===== config.mk =====
export PLATFORM = sky130hd
export DESIGN_NAME = pipe_stage_skid_flat
export DESIGN_NICKNAME = d
export VERILOG_FILES = /design/src/rtl/pipe_stage_skid_if.sv /design/src/rtl/pipe_stage_skid.sv /design/src/flat_wrapper.sv
export SDC_FILE = /design/constraint.sdc
export NUM_CORES = 1
export LEC_CHECK = 0
export CORE_UTILIZATION = 50
export DETAILED_ROUTE_END_ITERATION = 6
export PLACE_DENSITY_LB_ADDON = 0.3
export SLEW_MARGIN = 20
export SYNTH_ARGS = -nofsm -noshare
export SYNTH_HDL_FRONTEND = slang
export SYNTH_SLANG_ARGS = --single-unit
export TNS_END_PERCENT = 20

===== constraint.sdc =====
create_clock -name clk -period 2 [get_ports clk]
set_input_delay 0.2 -clock clk [delete_from_list [all_inputs] [get_ports clk]]
set_output_delay 0.2 -clock clk [all_outputs]
set_load 0.05 [all_outputs]

===== src/rtl/pipe_stage_skid_if.sv =====
// Handshake bundle around one elastic pipeline stage: upstream (in_*) and downstream (out_*) links.
// A transfer happens on a rising clk edge where valid and ready are both 1; the payload must stay stable while valid=1 and ready=0.
interface pipe_stage_skid_if #(
  parameter int WIDTH = 16
);
  logic             in_valid;
  logic             in_ready;
  logic [WIDTH-1:0] in_data;
  logic             out_valid;
  logic             out_ready;
  logic [WIDTH-1:0] out_data;

  // The stage itself
  modport slave (
    input  in_valid, in_data, out_ready,
    output in_ready, out_valid, out_data
  );

  // The surrounding pipeline (producer plus consumer)
  modport master (
    output in_valid, in_data, out_ready,
    input  in_ready, out_valid, out_data
  );
endinterface


===== src/rtl/pipe_stage_skid.sv =====
// Elastic pipeline stage with a 2-entry skid buffer, registered in_ready, synchronous flush
// and a saturating stall counter.
module pipe_stage_skid #(
  parameter int               WIDTH     = 16,
  parameter logic [WIDTH-1:0] RESET_VAL = '0,
  parameter int               CNT_W     = 16
) (
  input  logic             clk,
  input  logic             rst_n,
  input  logic             flush,
  pipe_stage_skid_if.slave bus,
  output logic [1:0]       occupancy,
  output logic [CNT_W-1:0] stall_cnt
);

  typedef enum logic [1:0] {
    EMPTY = 2'd0,
    ONE   = 2'd1,
    TWO   = 2'd2
  } state_e;

  state_e             state_q, state_d;
  logic [WIDTH-1:0]   main_q, main_d;
  logic [WIDTH-1:0]   skid_q, skid_d;
  logic               in_ready_q, in_ready_d;
  logic [CNT_W-1:0]   stall_q, stall_d;
  logic               out_valid;
  logic               acc;
  logic               rel;

  assign out_valid = (state_q != EMPTY);
  assign acc       = bus.in_valid & in_ready_q;
  assign rel       = out_valid & bus.out_ready;

  // State register
  always_ff @(posedge clk or negedge rst_n) begin
    if (!rst_n) begin
      state_q <= EMPTY;
    end else begin
      state_q <= state_d;
    end
  end

  // Next-state logic; flush overrides any same-cycle accept or release
  always_comb begin
    state_d = state_q;
    unique case (state_q)
      EMPTY: if (acc) state_d = ONE;
      ONE: begin
        if (acc && !rel)      state_d = TWO;
        else if (!acc && rel) state_d = EMPTY;
      end
      TWO:   if (rel) state_d = ONE;
      default: state_d = EMPTY;
    endcase
    if (flush) state_d = EMPTY;
  end

  // Datapath next values; the skid entry only ever refills main
  always_comb begin
    main_d = main_q;
    skid_d = skid_q;
    unique case (state_q)
      EMPTY: if (acc) main_d = bus.in_data;
      ONE: begin
        if (acc && rel) main_d = bus.in_data;
        else if (acc)   skid_d = bus.in_data;
      end
      TWO:   if (rel) main_d = skid_q;
      default: ;
    endcase
    if (flush) begin
      main_d = RESET_VAL;
      skid_d = RESET_VAL;
    end
  end

  // in_ready is precomputed from the next state so it leaves a flop directly
  always_comb begin
    in_ready_d = (state_d != TWO);
    stall_d    = stall_q;
    if (out_valid && !bus.out_ready && (stall_q != {CNT_W{1'b1}})) begin
      stall_d = stall_q + CNT_W'(1);
    end
  end

  always_ff @(posedge clk or negedge rst_n) begin
    if (!rst_n) begin
      main_q     <= RESET_VAL;
      skid_q     <= RESET_VAL;
      in_ready_q <= 1'b1;
      stall_q    <= '0;
    end else begin
      main_q     <= main_d;
      skid_q     <= skid_d;
      in_ready_q <= in_ready_d;
      stall_q    <= stall_d;
    end
  end

  // Output logic
  always_comb begin
    bus.out_valid = out_valid;
    bus.out_data  = out_valid ? main_q : RESET_VAL;
    bus.in_ready  = in_ready_q;
    occupancy     = state_q;
    stall_cnt     = stall_q;
  end

endmodule


===== src/flat_wrapper.sv =====
// flat-port wrapper written by rule: the top's interface ports become plain ports
module pipe_stage_skid_flat 
#(
  parameter int               WIDTH     = 16,
  parameter logic [WIDTH-1:0] RESET_VAL = '0,
  parameter int               CNT_W     = 16
)
  (clk, rst_n, flush, occupancy, stall_cnt, bus_in_valid, bus_in_data, bus_out_ready, bus_in_ready, bus_out_valid, bus_out_data);
  pipe_stage_skid_if #(.WIDTH(WIDTH)) bus_i ();
  input  logic clk;
  input  logic rst_n;
  input  logic flush;
  output logic [1:0] occupancy;
  output logic [CNT_W-1:0] stall_cnt;
  input wire logic [$bits(bus_i.in_valid)-1:0] bus_in_valid;
  input wire logic [$bits(bus_i.in_data)-1:0] bus_in_data;
  input wire logic [$bits(bus_i.out_ready)-1:0] bus_out_ready;
  output wire logic [$bits(bus_i.in_ready)-1:0] bus_in_ready;
  output wire logic [$bits(bus_i.out_valid)-1:0] bus_out_valid;
  output wire logic [$bits(bus_i.out_data)-1:0] bus_out_data;
  assign bus_i.in_valid = bus_in_valid;
  assign bus_i.in_data = bus_in_data;
  assign bus_i.out_ready = bus_out_ready;
  assign bus_in_ready = bus_i.in_ready;
  assign bus_out_valid = bus_i.out_valid;
  assign bus_out_data = bus_i.out_data;
  pipe_stage_skid #(.WIDTH(WIDTH), .RESET_VAL(RESET_VAL), .CNT_W(CNT_W)) u_core (.clk(clk), .rst_n(rst_n), .flush(flush), .bus(bus_i), .occupancy(occupancy), .stall_cnt(stall_cnt));
endmodule

==> results.json, run 1 <==
{
  "status": "finished with violations",
  "violations": "negative hold slack",
  "syn-cell-area_sq_um": 2600,
  "clkTransAtPathRegs_ns": 0.08,
  "design_area_sq_um": 3310,
  "crit_type": "reg2out",
  "rr_startpoint": "u_core.stall_cnt[0]$_DFFE_PN0P_",
  "fmax_mhz": 524,
  "cts-buffers-inserted": 5,
  "start_util_pct": 53.6,
  "post-route-drc-count": 0,
  "setup_viol": 0,
  "final_cell_count_no_fill": 361,
  "period_minus_slack_ns": 1.91,
  "ctsResizeCount": 0,
  "grt_pass1_vias": 1728,
  "final-max-slew-violation-count": 0,
  "cpPeakStageDelay_ns": 0.88,
  "fin_tns_setup_ns": 0,
  "critical_path.slowest_cell": "clkdlybuf4s50_1",
  "synthArstFlopShare_pct": 100,
  "vias": 1811,
  "relSlewSlack_pct": 58.9,
  "startpoint_type": "flip-flop",
  "critPathTopFamily": "buffers and inverters",
  "r2r_slack_ns": 0.23,
  "dieWidth_um": 74.1,
  "grt_overflow": 0,
  "synthTopCellsByCount": "dfrtp_1, nor2_1, mux2i_1",
  "fp.coreArea_sq_um": 4850,
  "cts_setup_buffers": 0,
  "syn-num-nets": 257,
  "die_y_um": 74.1,
  "fill_cells": 379,
  "post-place-cells": 353,
  "r2r_cells": 6,
  "drt_iter0_drc": 76,
  "place_area_sq_um": 3230,
  "synth_top_cell_area_share_pct": 48.1,
  "num_antenna_cells": 0,
  "grt_use_total_pct": 20.2,
  "drive_above_1_share_pct": 17.7,
  "area_delta_synth_final_pct": 27.4,
  "wire_per_inst_um": 13.8,
  "yosys_warnings": 0,
  "worstMarginPinSlew_ns": 0.617,
  "synthFlopType": "dfrtp_1",
  "htreeDepth": 2,
  "regArea_sq_um": 1280,
  "ant_nets": 0,
  "ys_ff_latch": 51,
  "synth_most_common_cell": "dfrtp_1",
  "first_pass_iters": 4,
  "final_hold_viol_count": 8,
  "path_buf_inv": 1,
  "antenna_found_initial": 0,
  "timing.final.crit_share_pct": 95.5,
  "root_buffer": "clkbuf_8",
  "syn_area_per_cell_sq_um": 11.1,
  "total_leakage_power_nw": 1.46,
  "fp.dieArea_sq_um": 5490,
  "synth_seq_area_share_pct": 49.1,
  "hold_buffers": 0,
  "yosys.cell_types.count": 40,
  "grt_max_degree": 52,
  "gp_congestion": 0.796,
  "peakVddDrop_uv": 917,
  "synth_top_area_cell": "dfrtp_1",
  "io_pins": 57,
  "crit_required_ns": 1.80,
  "p_per_area_nw_per_um2": 753,
  "maxCapViolCount": 0,
  "rsz0062_at_grt": "false",
  "cts.sinks": 51,
  "skew_ns": 0.00478,
  "hold_path_class": "in2async",
  "port_buffers": 56,
  "totalWireLength_um": 4980,
  "clock_path_buffers": 2,
  "hold_ws_ns": -0.0105,
  "worstPathArrival_ns": 1.71,
  "path_cells": "clkdlybuf4s50_1",
  "grt_pass1_wl_um": 8290,
  "ys_top_cells_by_area": "dfrtp_1, mux2i_1, nor2_1, xor2_1, a211oi_1",
  "cp-end-kind": "output pin",
  "rows": 25,
  "vias_per_cell": 5.02,
  "clock_latency_ns": 0.30,
  "multi_input_area_sq_um": 1230,
  "finalNetCount": 315,
  "crit_path_max_fanout": 9,
  "cts_tree": "done",
  "synth_edf_count": 0,
  "postSynthCellCount": 235,
  "dp_hpwl_um": 3490,
  "worst_r2r_endpoint": "u_core.stall_cnt[1]$_DFFE_PN0P_"
}
==> routing by layer <==
metal / GRT usage (%) / wire, um / up-vias / part of all wire, %
li1: - / - / 923 / -
met1: 25.6 / 2270 / 834 / 46
met2: 34.4 / 2430 / 47 / 49
met3: 4.07 / 218 / 7 / 4.4
met4: 7.05 / 60 / 0 / 1.2
met5: 0 / 0 / - / 0
==> how the worst max path moves through the flow <==
stage,from,to,depth (start not counted)
finish,u_core.occupancy[0]$_DFF_PN0_,occupancy[0],1
global route,u_core.occupancy[0]$_DFF_PN0_,occupancy[0],1
CTS,u_core.occupancy[0]$_DFF_PN0_,occupancy[0],1
detailed placement,bus_out_ready,u_core.stall_cnt[11]$_DFFE_PN0P_,5
global placement,bus_out_ready,u_core.stall_cnt[11]$_DFFE_PN0P_,5
floorplan,u_core.occupancy[1]$_DFF_PN0_,bus_out_data[10],4
==> stage by stage <==
step                      power, mW  setup WS [ns]  hold slack (ns)  util (%)
after floorplan                1.69         -0.146          -0.0956         -
after global placement         1.95         0.0931            0.349      66.7
after detailed placement       1.96         0.0687            0.350      66.7
after CTS                      2.53         0.0785           0.0173      68.3
after global routing           2.63         0.0350           0.0458      68.3
final                          2.49         0.0904          -0.0105      68.3
==> where the power goes <==
part	switching, mW	internal (mW)	leakage [nW]
Combinational	0.448	0.272	0.741
Clock	0.307	0.249	0.0395
Sequential	0.0959	1.12	0.684
==> registers in the layout, indices dropped and copies added (netlist names) <==
signal	count
u_core.occupancy	2
u_core.main_q	16
u_core.stall_cnt	16
u_core.skid_q	16
u_core.bus.in_ready	1
==> final cells by class <==
class,count,area share [%]
multi-input combinational,166,37.2
inverter,2,0.227
clock buffer,8,2.42
tap,67,2.53
timing repair buffer,67,19.0
sequential,51,38.6
==> placed cells by master, fill, tap and decap left out, drive strengths merged, types with 5 or more instances in the layout <==
cell type      count
nor4               5
clkdlybuf4s50     37
buf               30
dfrtp             50
nor3               8
xor2              15
mux2i             33
nor2              36
clkbuf             8
a211oi            16
nor2b             17
nand2             10
==> logic make-up (layout without fill, tap and decap cells) <==
family	count (synthesis)	count (layout)	share of synthesized area [%]
simple gates	95	95	21.4
flops	51	51	49.1
mux	34	34	13.1
compound gates	21	21	6.79
buf+inv	18	77	4.04
xor+xnor	15	15	5.05
fa+ha+maj	1	1	0.481
Note: power is estimated with default switching activity, not from simulation.
==> run 2: changes to the inputs <==
--- a/config.mk
+++ b/config.mk
@@ -8,7 +8,6 @@
 export CORE_UTILIZATION = 50
 export DETAILED_ROUTE_END_ITERATION = 6
 export PLACE_DENSITY_LB_ADDON = 0.3
-export SLEW_MARGIN = 20
 export SYNTH_ARGS = -nofsm -noshare
 export SYNTH_HDL_FRONTEND = slang
 export SYNTH_SLANG_ARGS = --single-unit
==> results of run 2 <==
The final DEF is identical to that of run 1; final timing and power are the same.
==> run 3: changes to the inputs <==
--- a/config.mk
+++ b/config.mk
@@ -5,6 +5,7 @@
 export SDC_FILE = /design/constraint.sdc
 export NUM_CORES = 1
 export LEC_CHECK = 0
+export ABC_AREA = 0
 export CORE_UTILIZATION = 50
 export DETAILED_ROUTE_END_ITERATION = 6
 export PLACE_DENSITY_LB_ADDON = 0.3
==> results of run 3 <==
The final DEF is identical to that of run 1; final timing and power are the same.
